<file path="src/rtl/out_mux_tdm.sv">
// Time-division output multiplexer: captures NUM_CH signed channel results per frame,
// re-quantises with round-half-up and emits one channel per fast enable.
// Define OUT_MUX_TDM_SAT_EN to clamp to the output range and drive ovf; otherwise results wrap.
//
// state | meaning
// IDLE  | no frame being emitted; waits for enb with a frame available
// RUN   | emitting bank[slot]; at the last slot reloads or returns to IDLE
module out_mux_tdm #(
    parameter int NUM_CH   = 3,
    parameter int IN_W     = 36,
    parameter int IN_FRAC  = 27,
    parameter int OUT_W    = 11,
    parameter int OUT_FRAC = 3,
    localparam int CH_W    = (NUM_CH > 1) ? $clog2(NUM_CH) : 1
) (
    input  logic                     clk,
    input  logic                     reset,
    input  logic                     enb_frame,
    input  logic                     enb,
    input  logic [NUM_CH*IN_W-1:0]   in_bus,
    output logic signed [OUT_W-1:0]  Out1,
    output logic [CH_W-1:0]          out_ch,
    output logic                     out_valid,
    output logic                     frame_start,
    output logic                     miss,
    output logic                     ovf
);

    localparam int S = IN_FRAC - OUT_FRAC;
    localparam logic signed [IN_W:0] HALF = {{IN_W{1'b0}}, 1'b1} << (S - 1);

    generate
        if (NUM_CH < 2 || NUM_CH > 16 || IN_FRAC <= OUT_FRAC ||
            (IN_W - IN_FRAC) < (OUT_W - OUT_FRAC)) begin : g_param_check
            $error("out_mux_tdm: illegal parameter set");
        end
    endgenerate

    typedef enum logic {IDLE, RUN} state_t;

    state_t                    state, state_nxt;
    logic [CH_W-1:0]           slot, slot_nxt;
    logic [NUM_CH*IN_W-1:0]    shadow, bank, src_vec;
    logic                      pending;
    logic                      load, advance, emit, frame_avail, last_slot;
    logic [IN_W-1:0]           sample;
    logic signed [OUT_W-1:0]   conv_q;

    always_comb begin
        state_nxt   = state;
        slot_nxt    = slot;
        load        = 1'b0;
        advance     = 1'b0;
        frame_avail = pending | enb_frame;
        last_slot   = (slot == CH_W'(NUM_CH - 1));
        if (enb) begin
            case (state)
                IDLE: begin
                    if (frame_avail) begin
                        load      = 1'b1;
                        state_nxt = RUN;
                        slot_nxt  = '0;
                    end
                end
                RUN: begin
                    if (!last_slot) begin
                        advance  = 1'b1;
                        slot_nxt = slot + 1'b1;
                    end else if (frame_avail) begin
                        load     = 1'b1;
                        slot_nxt = '0;
                    end else begin
                        state_nxt = IDLE;
                        slot_nxt  = '0;
                    end
                end
                default: begin
                    state_nxt = IDLE;
                    slot_nxt  = '0;
                end
            endcase
        end
        emit = load | advance;
        // a frame arriving on the load edge bypasses the shadow register
        src_vec = load ? (enb_frame ? in_bus : shadow) : bank;
    end

    always_comb begin
        sample = '0;
        for (int k = 0; k < NUM_CH; k++) begin
            if (slot_nxt == CH_W'(k)) sample = src_vec[k*IN_W +: IN_W];
        end
    end

`ifdef OUT_MUX_TDM_SAT_EN
    localparam int RW = IN_W + 1 - S;
    localparam logic signed [RW-1:0] Q_MAX = {{(RW-OUT_W+1){1'b0}}, {(OUT_W-1){1'b1}}};
    localparam logic signed [RW-1:0] Q_MIN = {{(RW-OUT_W+1){1'b1}}, {(OUT_W-1){1'b0}}};

    logic signed [RW-1:0] rnd_q;
    logic                 sat_hit;

    always_comb begin
        rnd_q   = RW'(($signed({sample[IN_W-1], sample}) + HALF) >>> S);
        sat_hit = 1'b0;
        conv_q  = rnd_q[OUT_W-1:0];
        if (rnd_q > Q_MAX) begin
            conv_q  = Q_MAX[OUT_W-1:0];
            sat_hit = 1'b1;
        end else if (rnd_q < Q_MIN) begin
            conv_q  = Q_MIN[OUT_W-1:0];
            sat_hit = 1'b1;
        end
    end

    always_ff @(posedge clk) begin
        if (reset) ovf <= 1'b0;
        else       ovf <= emit & sat_hit;
    end
`else
    always_comb begin
        conv_q = OUT_W'(($signed({sample[IN_W-1], sample}) + HALF) >>> S);
    end

    assign ovf = 1'b0;
`endif

    always_ff @(posedge clk) begin
        if (reset) begin
            state       <= IDLE;
            slot        <= '0;
            shadow      <= '0;
            bank        <= '0;
            pending     <= 1'b0;
            miss        <= 1'b0;
            Out1        <= '0;
            out_ch      <= '0;
            out_valid   <= 1'b0;
            frame_start <= 1'b0;
        end else begin
            state <= state_nxt;
            slot  <= slot_nxt;
            if (enb_frame) begin
                shadow  <= in_bus;
                pending <= !load;
                if (pending && !load) miss <= 1'b1;
            end else if (load) begin
                pending <= 1'b0;
            end
            if (load) bank <= src_vec;
            out_valid   <= emit;
            frame_start <= emit && (slot_nxt == '0);
            if (emit) begin
                Out1   <= conv_q;
                out_ch <= slot_nxt;
            end
        end
    end

endmodule

</file>
<file path="config.mk">
export PLATFORM = sky130hd
export DESIGN_NAME = out_mux_tdm
export DESIGN_NICKNAME = d
export VERILOG_FILES = /design/src/rtl/out_mux_tdm.sv
export SDC_FILE = /design/constraint.sdc
export NUM_CORES = 1
export LEC_CHECK = 0
export CAP_MARGIN = 20
export CORE_MARGIN = 2
export CORE_UTILIZATION = 35
export DETAILED_ROUTE_END_ITERATION = 8
export HOLD_SLACK_MARGIN = 0.15
export PLACE_DENSITY = 0.65
export SLEW_MARGIN = 20
export SYNTH_ARGS = -nofsm -noshare
export SYNTH_HDL_FRONTEND = slang
export SYNTH_SLANG_ARGS = --single-unit
</file>
<file path="constraint.sdc">
create_clock -name clk -period 2.85 [get_ports clk]
set_input_delay 0.7125 -clock clk [delete_from_list [all_inputs] [get_ports clk]]
set_output_delay 0.7125 -clock clk [all_outputs]
set_load 0.02 [all_outputs]
</file>
# Word-level counts from Yosys, hierarchy flattened
# Index checks and enable logic that the tools add are counted.
[word_totals]
regBits = 236
output_inout_bits = 17
[op_classes]
addsub = 2
n_eq_ne = 3
n_mux = 20
bitwise = 3
reduce_logical = 6
[op_table]
columns = ["cell", "count"]
rows = [
  ["2-to-1 mux 108 bit", 2],
  ["2-to-1 mux 35 bit", 3],
  ["adder 35 x 25 -> 35 bit (second input constant)", 1],
  ["2-to-1 mux 1 bit", 9],
  ["2-to-1 mux 2 bit", 3],
  ["equality test 2 bit (second input constant)", 2],
  ["case mux 1 bit (2 select lines)", 2],
  ["case mux 2 bit (2 select lines)", 1],
  ["adder 2 x 1 -> 2 bit (second input constant)", 1],
  ["equality test 2 x 1 -> 1 bit (second input constant)", 1],
  ["logical AND 1 bit", 2],
  ["zero test 2 bit", 1],
  ["bitwise OR 1 bit", 2],
  ["AND reduction 2 bit", 1],
  ["nonzero test 2 bit", 1],
  ["zero test 1 bit", 1],
  ["inverter 1 bit", 1],
]

# Depth between registers and ports, before layout
[depth]
word_depth = 10
depth_mapped = 13
mapped_depth_nobuf = 10

# Worst setup path before layout
# No wires, ideal clock.
[synth_timing]
kind = "input port to flip-flop"
start = "input enb_frame"
end = "register Out1[5]"
setup_ns = 0.122
arrival_time_ns = 2.956
required_time_ns = 2.728
setup_slack_ns = -0.228
cell_stages = 11
path_buffers = 1
path_cell_list = "buf_2 or4b_4 a31oi_4 o211ai_1 o211ai_1 ha_1 inv_1 a31oi_1 and2_1 a21oi_1 a311o_1"
[synth_between]
elab_chain_len = 10
[synth_lines]
columns = ["item", "line", "source"]
rows = [
  ["start, declared", "18", "input logic enb_frame,"],
  ["bitwise OR 1 bit", "54", "frame_avail = pending | enb_frame;"],
  ["2-to-1 mux 1 bit", "59, 69", ""],
  ["2-to-1 mux 1 bit", "66", "if (!last_slot) begin"],
  ["case mux 1 bit (2 select lines)", "57", "case (state)"],
  ["2-to-1 mux 1 bit", "56", "if (enb) begin"],
  ["2-to-1 mux 108 bit", "85", "src_vec = load ? (enb_frame ? in_bus : shadow) : bank;"],
  ["2-to-1 mux 35 bit (3 in series)", "91", "if (slot_nxt == CH_W'(k)) sample = src_vec[k*IN_W +: IN_W];"],
  ["adder 35 x 25 -> 35 bit", "122", "conv_q = OUT_W'(($signed({sample[IN_W-1], sample}) + HALF) >>> S);"],
  ["end signal, assigned", "154", "Out1 <= conv_q;"],
  ["end, declared", "21", "output logic signed [OUT_W-1:0] Out1,"],
]
# Parallel ways exist; a longest one is shown, timed or not.
# A chain may end at the register's enable or synchronous reset.

# Worst setup path after layout
# Same ends and word-level chain as after synthesis.

==> metrics.cfg <==
[run_status]
status=finished with violations
violations=design-rule violations

[cells_and_area]
nets=650
final_core_util=0.4781
multi_input_area_mm2=0.002092
layout_common_cells=92 x dfxtp_1, 76 x nor2_1, 68 x buf_4, 52 x clkdlybuf4s50_1, 49 x o211ai_1
area_delta_synth_final_pct=31.74
regArea_mm2=0.001842
fill_cells=1091
final_common_cell=dfxtp_1
num_antenna_cells=0
drive_above_1_share=0.2237

[floorplan]
io_pins=129
die_y_um=113.3
die_w_um=113.3
num_rows=39
fp.coreArea_mm2=0.01152
dieArea_mm2=0.01283
initial_core_util=0.3629

[sta]
fmax_mhz=375.3
worst_hold_slack_ps=463.1
min_period_ps=2665
finalCritPeriodShare=0.9349
worst_pin_slew_ps=766.5
hold_viol_final=0
fin_skew_ps=6.838
slew_headroom=0.4890
rsz0062_at_grt=no
final-setup-viol-count=0
finalMaxSlewViolations=0

[logic_synthesis]
synth_nets=549
synth-edff-count=0
yosys.cell_types.count=66
ys_ff_latch=92
synthArstFlopShare=0
synth_ff_type=dfxtp_1
syn_area_per_cell_um2=9.585
syn_area_mm2=0.004179
ys_warn_count=0
synth-seq-area-share=0.4407
syn_inst=436

[worst_setup_path]
arrival_ps=2900
required_ps=3090
cp-end-kind=register
critPathLaunchType=primary input
cp_max_fo=8
criticalPathCategory=primary input to register

[power]
pwr-share-clk=0.371
vdd_ir_drop_max_v=0.0002778
internal-power_mw=2.321
power_frac_seq=0.447
pwr-share-comb=0.181
p_leak_nw=2.135
p_per_area_mw_per_mm2=568.6
switching_share=0.2586
p_sw_uw=809.6

[clocking]
cts_tree=built
clk_latency_ps=350
cts.clk_slew.worst_paths_ps=60
cts_buffer_depth=2
cts-root-buf=clkbuf_16
cts_made_buffers=9
cts-htree-levels=3
hold_buffers=0
clock-sinks=92

[drt]
vias_per_cell=5.142
wl_per_cell_um=14.93
routed_wl_mm=10.21
drtIter0Drc=219
dr_total_vias=3517
ant_nets=0
drt-pass1-iter-count=6
drc=5

[run]
max-cap-violations=0

[placed_design]
place_congestion=0.8526
portBuffers=55
dp.final_hpwl_mm=7.493

[global_route]
grtUsageTotal=0.1671
overflow=0
grt_pass1_vias=3564
grt_max_degree=75
antenna_found_initial=0
grt_first_pass_wirelength_mm=17.13

[min_path]
hold_class=register to register

logic make-up (layout without fill, tap and decap cells):
kind of cell	after synthesis	count (layout)	share of synthesized area
xor+xnor	1	1	0.002096
simple gates	129	129	0.1521
other cells	1	1	0.0008973
compound gates	128	128	0.2278
flops	92	92	0.4407
fa+ha+maj	1	1	0.002994
mux	43	43	0.1048
buf+inv	41	146	0.06856
sequential cells by signal, summed over array words and instances (netlist names):
name	count
shadow	36
bank	36
Out1	11
frame_start	1
out_ch	2
state	1
slot	2
pending	1
miss	1
out_valid	1
per-layer routing:
metal	part of all wire	GRT usage
met5	0	0
met2	0.45	0.2651
met4	0.019	0.06748
met3	0.042	0.03482
met1	0.49	0.2226
metrics by stage:
step | setup slack, ps | setup TNS, ps | power [mW] | instance area (um2) | instances
2_1_floorplan | -89.65 | -153.9 | 1.760 | 4222 | 436
6_report | 185.5 | 0 | 3.130 | 5505 | 684
3_3_place_gp | -458.8 | -3831 | 1.972 | 5184 | 667
4_1_cts | 73.98 | 0 | 3.150 | 5474 | 683
5_1_grt | 23.96 | 0 | 3.277 | 5505 | 684
3_5_place_dp | -535.6 | -4324 | 1.987 | 5184 | 667
final timing paths:
| check | from | endpoint | slack, ps | depth (start not counted) |
|---|---|---|---|---|
| max | enb_frame | Out1[5] | 190 | 12 |
| min | out_ch[1] | out_ch[1] | 460 | 2 |
| max reg2reg | state | Out1[5] | 290 | 10 |
| min reg2reg | out_ch[1] | out_ch[1] | 460 | 2 |
cell usage after synthesis, drive strengths merged, types with 4 or more instances:
master	count	area, um2
clkbuf	21	162.7
mux2i	37	370.4
buf	13	92.58
mux2	6	67.56
o211ai	50	380.4
nand2	12	45.04
a211oi	14	105.1
nand3	10	65.06
a31oi	5	46.29
a21oi	15	86.34
inv	4	15.01
dfxtp	92	1842
o21ai	25	132.6
nor2	76	285.3
and2	8	50.05
nand2b	4	25.02
what timing repair did:
action,CTS,global route
endpoints found under the hold margin,0,0
pin swaps,1,3
setup endpoints to repair,8,4
setup buffers,1,1
gates resized for setup,1,5
power by group through the flow:
| stage | sequential (mW) | combinational (mW) | clock, mW |
|---|---|---|---|
| finish | 1.40 | 0.568 | 1.16 |
| global route | 1.41 | 0.623 | 1.25 |
| CTS | 1.40 | 0.563 | 1.19 |
| detailed placement | 1.43 | 0.559 | 0 |
| global placement | 1.43 | 0.546 | 0 |
| floorplan | 1.44 | 0.322 | 0 |
critical path, cell delays in order:
cell	delay [ps]
buf_2	120
buf_4	170
o21ai_2	200
a21oi_4	60
buf_12	140
buf_4	140
buf_4	150
o211ai_1	260
o211ai_1	230
and2_1	250
nor4b_2	160
a311o_1	310
cell type report:
type | instances | share of cell area
Timing Repair Buffer | 125 | 0.1973
Multi-Input combinational cell | 303 | 0.3800
Clock buffer | 11 | 0.04227
Tap cell | 143 | 0.03250
Inverter | 6 | 0.004091
Sequential cell | 92 | 0.3345
Clock inverter | 4 | 0.009318
Power figures use the tool's default switching activity.
